### config.mk
export PLATFORM = sky130hd
export DESIGN_NAME = load_use_stall_flat
export DESIGN_NICKNAME = d
export VERILOG_FILES = /design/src/rtl/load_use_stall_if.sv /design/src/rtl/load_use_stall.sv /design/src/flat_wrapper.sv
export SDC_FILE = /design/constraint.sdc
export NUM_CORES = 1
export LEC_CHECK = 0
export CORE_MARGIN = 2
export CORE_UTILIZATION = 30
export DETAILED_ROUTE_END_ITERATION = 7
export MAX_ROUTING_LAYER = met4
export PLACE_DENSITY = 0.88
export SLEW_MARGIN = 20
export SYNTH_ARGS = -nofsm -noshare
export SYNTH_HDL_FRONTEND = slang
export SYNTH_SLANG_ARGS = --single-unit
### constraint.sdc
create_clock -name clk -period 5.45 [get_ports clk]
set_clock_uncertainty 0.15 [all_clocks]
set_input_delay 1.635 -clock clk [delete_from_list [all_inputs] [get_ports clk]]
set_output_delay 1.635 -clock clk [all_outputs]
set_load 0.02 [all_outputs]
### src/rtl/load_use_stall_if.sv
// Decode-side hazard bundle: ID operand fields, EX/MEM producer info, flush in;
// PC / IF-ID / ID-EX stall controls out.
interface load_use_stall_if;
    logic [4:0] id_rs;
    logic [4:0] id_rt;
    logic       id_uses_rs;
    logic       id_uses_rt;
    logic       id_is_store;
    logic       id_is_branch;
    logic [4:0] ex_rd;
    logic       ex_reg_write;
    logic       ex_mem_to_reg;
    logic [4:0] mem_rd;
    logic       mem_reg_write;
    logic       mem_mem_to_reg;
    logic       flush;
    logic       pc_write;
    logic       ifid_write;
    logic       idex_flush;
    logic       stall_active;

    modport master (
        output id_rs, id_rt, id_uses_rs, id_uses_rt, id_is_store, id_is_branch,
               ex_rd, ex_reg_write, ex_mem_to_reg,
               mem_rd, mem_reg_write, mem_mem_to_reg, flush,
        input  pc_write, ifid_write, idex_flush, stall_active
    );

    modport slave (
        input  id_rs, id_rt, id_uses_rs, id_uses_rt, id_is_store, id_is_branch,
               ex_rd, ex_reg_write, ex_mem_to_reg,
               mem_rd, mem_reg_write, mem_mem_to_reg, flush,
        output pc_write, ifid_write, idex_flush, stall_active
    );
endinterface

### src/rtl/load_use_stall.sv
// Load-use / branch-operand hazard detection with zero-latency stall insertion.
// Optional saturating stall-cycle counter enabled by HAZARD_STATS_EN.
module load_use_stall #(
    parameter int COUNT_W = 16
) (
    input  logic               clk,
    input  logic               reset,
    load_use_stall_if.slave    bus,
    output logic [COUNT_W-1:0] stall_count
);
    typedef enum logic [0:0] {
        IDLE       = 1'b0,
        STALL_LAST = 1'b1
    } state_t;

    state_t state_q;
    state_t state_d;
    logic   stall_s;
    logic   rs_ex_s, rt_ex_s, rs_mem_s, rt_mem_s;
    logic   h1_s, h2_s;

    // Operand matches against EX and MEM producers; $0 never creates a dependency.
    always_comb begin
        rs_ex_s  = bus.id_uses_rs & (bus.ex_rd  == bus.id_rs) & (bus.ex_rd  != 5'd0);
        rt_ex_s  = bus.id_uses_rt & (bus.ex_rd  == bus.id_rt) & (bus.ex_rd  != 5'd0);
        rs_mem_s = bus.id_uses_rs & (bus.mem_rd == bus.id_rs) & (bus.mem_rd != 5'd0);
        rt_mem_s = bus.id_uses_rt & (bus.mem_rd == bus.id_rt) & (bus.mem_rd != 5'd0);
    end

    // Hazard classes; a store's rt match is left to MEM-stage store-data forwarding.
    always_comb begin
        h2_s = bus.id_is_branch & bus.ex_reg_write & bus.ex_mem_to_reg & (rs_ex_s | rt_ex_s);
        h1_s = (~bus.id_is_branch & bus.ex_mem_to_reg & bus.ex_reg_write &
                (rs_ex_s | (rt_ex_s & ~bus.id_is_store)))
             | (bus.id_is_branch &
                ((bus.ex_reg_write & ~bus.ex_mem_to_reg & (rs_ex_s | rt_ex_s)) |
                 (bus.mem_reg_write & bus.mem_mem_to_reg & (rs_mem_s | rt_mem_s))));
    end

    // Next state and stall decision; reset and flush both force non-stall outputs.
    always_comb begin
        state_d = IDLE;
        stall_s = 1'b0;
        if (reset || bus.flush) begin
            state_d = IDLE;
            stall_s = 1'b0;
        end else begin
            case (state_q)
                IDLE: begin
                    if (h2_s) begin
                        stall_s = 1'b1;
                        state_d = STALL_LAST;
                    end else if (h1_s) begin
                        stall_s = 1'b1;
                        state_d = IDLE;
                    end else begin
                        stall_s = 1'b0;
                        state_d = IDLE;
                    end
                end
                STALL_LAST: begin
                    stall_s = 1'b1;
                    state_d = IDLE;
                end
                default: begin
                    stall_s = 1'b0;
                    state_d = IDLE;
                end
            endcase
        end
    end

    // State register.
    always_ff @(posedge clk) begin
        if (reset) begin
            state_q <= IDLE;
        end else begin
            state_q <= state_d;
        end
    end

    assign bus.pc_write     = ~stall_s;
    assign bus.ifid_write   = ~stall_s;
    assign bus.idex_flush   = stall_s;
    assign bus.stall_active = stall_s;

`ifdef HAZARD_STATS_EN
    logic [COUNT_W-1:0] count_q;
    logic [COUNT_W-1:0] count_d;

    // Saturating stall-cycle count; holds at all-ones instead of wrapping.
    always_comb begin
        count_d = count_q;
        if (stall_s && (count_q != {COUNT_W{1'b1}})) begin
            count_d = count_q + {{(COUNT_W-1){1'b0}}, 1'b1};
        end else begin
            count_d = count_q;
        end
    end

    // Counter register.
    always_ff @(posedge clk) begin
        if (reset) begin
            count_q <= {COUNT_W{1'b0}};
        end else begin
            count_q <= count_d;
        end
    end

    assign stall_count = count_q;
`else
    assign stall_count = {COUNT_W{1'b0}};
`endif
endmodule

### src/flat_wrapper.sv
// flat-port wrapper written by rule: the top's interface ports become plain ports
module load_use_stall_flat 
#(
    parameter int COUNT_W = 16
)
  (clk, reset, stall_count, bus_id_rs, bus_id_rt, bus_id_uses_rs, bus_id_uses_rt, bus_id_is_store, bus_id_is_branch, bus_ex_rd, bus_ex_reg_write, bus_ex_mem_to_reg, bus_mem_rd, bus_mem_reg_write, bus_mem_mem_to_reg, bus_flush, bus_pc_write, bus_ifid_write, bus_idex_flush, bus_stall_active);
  load_use_stall_if bus_i ();
  input  logic clk;
  input  logic reset;
  output logic [COUNT_W-1:0] stall_count;
  input wire logic [$bits(bus_i.id_rs)-1:0] bus_id_rs;
  input wire logic [$bits(bus_i.id_rt)-1:0] bus_id_rt;
  input wire logic [$bits(bus_i.id_uses_rs)-1:0] bus_id_uses_rs;
  input wire logic [$bits(bus_i.id_uses_rt)-1:0] bus_id_uses_rt;
  input wire logic [$bits(bus_i.id_is_store)-1:0] bus_id_is_store;
  input wire logic [$bits(bus_i.id_is_branch)-1:0] bus_id_is_branch;
  input wire logic [$bits(bus_i.ex_rd)-1:0] bus_ex_rd;
  input wire logic [$bits(bus_i.ex_reg_write)-1:0] bus_ex_reg_write;
  input wire logic [$bits(bus_i.ex_mem_to_reg)-1:0] bus_ex_mem_to_reg;
  input wire logic [$bits(bus_i.mem_rd)-1:0] bus_mem_rd;
  input wire logic [$bits(bus_i.mem_reg_write)-1:0] bus_mem_reg_write;
  input wire logic [$bits(bus_i.mem_mem_to_reg)-1:0] bus_mem_mem_to_reg;
  input wire logic [$bits(bus_i.flush)-1:0] bus_flush;
  output wire logic [$bits(bus_i.pc_write)-1:0] bus_pc_write;
  output wire logic [$bits(bus_i.ifid_write)-1:0] bus_ifid_write;
  output wire logic [$bits(bus_i.idex_flush)-1:0] bus_idex_flush;
  output wire logic [$bits(bus_i.stall_active)-1:0] bus_stall_active;
  assign bus_i.id_rs = bus_id_rs;
  assign bus_i.id_rt = bus_id_rt;
  assign bus_i.id_uses_rs = bus_id_uses_rs;
  assign bus_i.id_uses_rt = bus_id_uses_rt;
  assign bus_i.id_is_store = bus_id_is_store;
  assign bus_i.id_is_branch = bus_id_is_branch;
  assign bus_i.ex_rd = bus_ex_rd;
  assign bus_i.ex_reg_write = bus_ex_reg_write;
  assign bus_i.ex_mem_to_reg = bus_ex_mem_to_reg;
  assign bus_i.mem_rd = bus_mem_rd;
  assign bus_i.mem_reg_write = bus_mem_reg_write;
  assign bus_i.mem_mem_to_reg = bus_mem_mem_to_reg;
  assign bus_i.flush = bus_flush;
  assign bus_pc_write = bus_i.pc_write;
  assign bus_ifid_write = bus_i.ifid_write;
  assign bus_idex_flush = bus_i.idex_flush;
  assign bus_stall_active = bus_i.stall_active;
  load_use_stall #(.COUNT_W(COUNT_W)) u_core (.clk(clk), .reset(reset), .bus(bus_i), .stall_count(stall_count));
endmodule
# --- Word-level counts from Yosys, hierarchy flattened ---
# Index checks and enable logic that the tools add are counted.
op_classes:
  reduce_logical: 4
  bitwise: 30
  add_sub_neg: 0
  div: 0
  n_lt_le_gt_ge: 0
  n_eq_ne: 4
  n_shift: 0
  multipliers: 0
  muxes: 6
ops:
  columns: ["cell", "count"]
  rows:
  - ["1-bit bitwise AND", 20]
  - ["5-bit equality test", 4]
  - ["5-bit nonzero test", 2]
  - ["1-bit inverter", 5]
  - ["1-bit bitwise OR", 5]
  - ["1-bit 2-to-1 mux", 4]
  - ["1-bit one-hot mux with 2 select lines", 2]
  - ["2-bit OR reduction", 1]
  - ["1-bit logical OR", 1]
word_totals:
  inputBits: 31
  latch_bits: 0
  romBits: 0
  output_inout_bits: 20
  wordCells: 45
  register_bits: 1
  n_memories: 0
  ramBits: 0

# --- Logic depth before layout (Yosys ltp) ---
depth:
  word_depth: 13
  depth_mapped: 6
  ltp_nobuf: 5

# --- Least setup slack after synthesis ---
# OpenSTA, ideal clock, no wires.
synth_path:
  kind: "input -> output"
  from: "input bus_ex_rd[2]"
  to: "output bus_stall_active"
  stages: 6
  setup_slack_ps: 644
  required_ps: 3665
  n_path_buf: 1
  arrival_time_ps: 3021
  cell_sequence: "or4_1 -> nor2_2 -> nor4_1 -> o211ai_2 -> o211ai_1 -> buf_4"
synth_via:
  elab_chain_len: 12
  elab_cells_between_ends: 20
  classes_between: "eq/ne: 2; mux: 4; bitwise: 13; reduce/logical: 1"
synth_rtl:
  columns: ["item", "line_no", "rtl"]
  rows:
  - ["start, declared", "flat_wrapper.sv:17", "input wire logic [$bits(bus_i.ex_rd)-1:0] bus_ex_rd;"]
  - ["5-bit equality test, on equally long branches", "load_use_stall.sv:24, load_use_stall.sv:25", null]
  - ["1-bit bitwise AND, on equally long branches (2 in a row)", "load_use_stall.sv:24, load_use_stall.sv:25", null]
  - ["1-bit bitwise OR", "load_use_stall.sv:32, load_use_stall.sv:36", null]
  - ["1-bit bitwise AND", "load_use_stall.sv:36", "((bus.ex_reg_write & ~bus.ex_mem_to_reg & (rs_ex_s | rt_ex_s)) |"]
  - ["1-bit bitwise OR", "load_use_stall.sv:36", null]
  - ["1-bit bitwise AND", "load_use_stall.sv:35", "| (bus.id_is_branch &"]
  - ["1-bit bitwise OR", "load_use_stall.sv:35", null]
  - ["1-bit 2-to-1 mux", "load_use_stall.sv:53", "end else if (h1_s) begin"]
  - ["1-bit 2-to-1 mux *", "load_use_stall.sv:50", "if (h2_s) begin"]
  - ["1-bit one-hot mux with 2 select lines *", "load_use_stall.sv:48", "case (state_q)"]
  - ["1-bit 2-to-1 mux *", "load_use_stall.sv:44", "if (reset || bus.flush) begin"]
  - ["end, declared", "flat_wrapper.sv:27", "output wire logic [$bits(bus_i.stall_active)-1:0] bus_stall_active;"]
# Every way passes the cells marked *; elsewhere a longest branch is shown, timed or not.

# --- Final worst setup path ---
layout_path:
  from: "input bus_ex_rd[4]"
  to: "output bus_stall_active"
# Same word-level chain as after synthesis.

==> flow_summary.json <==
{
  "status": "completed",
  "synth_cells": 63,
  "antenna_cells": 0,
  "worstSetupStartpointType": "input port",
  "die_y_um": 44.0,
  "rsz0062_at_grt": "yes",
  "ant_nets": 0,
  "post_cts_buffers": 0,
  "antenna_found_initial": 0,
  "netlist_area_um2": 480,
  "post-route-period-util_pct": 97.9,
  "largest_reg_flops": 1,
  "clk_latency_ps": 0,
  "routed_wl_um": 1340,
  "hold_viol_final": 0,
  "hold_class": "flop to flop",
  "worst-path-max-fanout": 3,
  "drtPass1Iterations": 3,
  "first_iter_violations": 1,
  "cts_hold_buffers": 0,
  "grt_pass1_wl_um": 2040,
  "grt_pass1_vias": 499,
  "period_minus_slack_ps": 5330,
  "port_buffers": 34,
  "multi_input_area_um2": 394,
  "core_area_mm2": 0.00151,
  "syn_to_final_growth_pct": 71.1,
  "grt_max_degree": 5,
  "max_freq_ghz": 0.187,
  "fillers": 143,
  "setup_violations": 0,
  "dieWidth_um": 44.0,
  "nNetsFinal": 135,
  "wl_per_cell_um": 11.4,
  "syn_avg_cell_area_um2": 7.63,
  "end_kind": "output pin",
  "globalRouteOverflowTotal": 0,
  "drive_above_1_share_pct": 13.7,
  "ys_seq_area_share_pct": 4.17,
  "arrival_ps": 3550,
  "power_leakage_uw": 0.000338,
  "gp_congestion": 0.859,
  "ir_worst_vdd_mv": 0.0417,
  "setup_slack_ps": 115,
  "finalMaxSlewViolations": 0,
  "synth.distinct_cells": 19,
  "start_util_pct": 31.9,
  "vias": 505,
  "drt_drc_violations_left": 0,
  "power_density_mw_per_mm2": 81.5,
  "required_ps": 3670,
  "yosysWarnings": 0,
  "io-pin-count": 51,
  "seqCellArea_um2": 20.0,
  "path_class": "input port to output pin",
  "maxCapViolCount": 0,
  "dp_cells": 118,
  "regToRegSetupSlack_ps": 4730,
  "regMostFlops": "u_core.state_q",
  "fin_cells": 118,
  "place_ws_ps": -226,
  "dp_hpwl_um": 1210,
  "track_usage_pct": 13.4,
  "ys_ff_latch": 1,
  "vias_per_cell": 4.28,
  "clk_pin_slew_ps": 0,
  "top_regs": "u_core.state_q x1",
  "rows": 14,
  "die-area_mm2": 0.00194
}
[timing repair]
| action | CTS | global route |
|---|---|---|
| resized for setup | 5 | 5 |
| endpoints found under the setup margin | 4 | 4 |
| gates cloned | 0 | 0 |
[layout make-up]
| cell class | count | area share (%) |
|---|---|---|
| Multi-Input combinational cell | 59 | 47.9 |
| Timing Repair Buffer | 42 | 47.2 |
| Sequential cell | 1 | 2.44 |
| Tap cell | 16 | 2.44 |
[metrics by stage]
step	total power [uW]	instance area, um2	utilization [%]	TNS (ps)	hold slack (ps)
2_1_floorplan	40.1	537	-	0	247
3_3_place_gp	64.5	822	54.6	-613	257
3_5_place_dp	65.4	822	54.6	-837	273
4_1_cts	66.0	823	54.7	0	273
5_1_grt	71.6	822	54.6	-2.91	279
6_report	67.0	822	54.6	0	271
[worst max-delay path, stage by stage]
cell,delay (ps)
clkdlybuf4s50_1,450
buf_4,160
xnor2_1,140
nand4_1,110
nor4_1,300
o211ai_2,140
o211ai_1,230
dlygate4sd2_1,370
[per-layer routing]
metal  part of all wire [%]  track usage (%)  wire length, um
met3                    5.5            0.408               74
met2                     54             26.2              721
met5                      0                -                0
met4                    2.0                0               27
met1                     39             16.1              517
[report_power, final]
part	total (uW)	switching, uW	internal (uW)
Combinational	59.5	27.6	31.9
Clock	0	0	0
Sequential	7.49	0.00577	7.48
Total	67.0	27.6	39.4
[path summary, 6_finish.rpt]
path | from | to | cells after the start
max reg2reg | u_core.state_q | u_core.state_q | 1
min | u_core.state_q | u_core.state_q | 1
max | bus_ex_rd[4] | bus_stall_active | 8
min reg2reg | u_core.state_q | u_core.state_q | 1
[Yosys cell counts, drive strengths merged]
cell / count / share of area (%)
xor2: 12 / 22
nor3: 1 / 1.0
nor2: 3 / 2.9
conb: 1 / 0.78
nand3: 2 / 2.1
o211ai: 2 / 4.2
xnor2: 8 / 15
or4: 2 / 3.1
buf: 18 / 28
nor4: 4 / 5.2
o22ai: 1 / 1.3
a211o: 1 / 1.8
nand4: 3 / 3.9
o211a: 1 / 2.1
dfxtp: 1 / 4.2
nand2: 2 / 1.6
nand2b: 1 / 1.3
[kinds of logic after synthesis]
| family | after synthesis | synth area share (%) |
|---|---|---|
| DFF | 1 | 4.17 |
| buffers and inverters | 18 | 28.1 |
| other | 1 | 0.781 |
| xor gates and xnor gates | 20 | 36.5 |
| AOI/OAI and AO/OA | 5 | 9.38 |
| and+or+nand+nor | 18 | 21.1 |
[cells in the final DEF (no fill, tap or decap), drive strengths merged]
cell type      instances
nand2b                 1
nor4                   4
nand3                  2
dlygate4sd2            2
clkbuf                 2
or4                    2
dfxtp                  1
o22ai                  1
a211o                  1
conb                  16
o211ai                 2
nand4                  3
nand2                  2
nor3                   1
xnor2                  8
xor2                  12
clkdlybuf4s50         30
buf                    8
nor2                   3
o211a                  1
No activity file was read; power rests on OpenSTA's default activity.
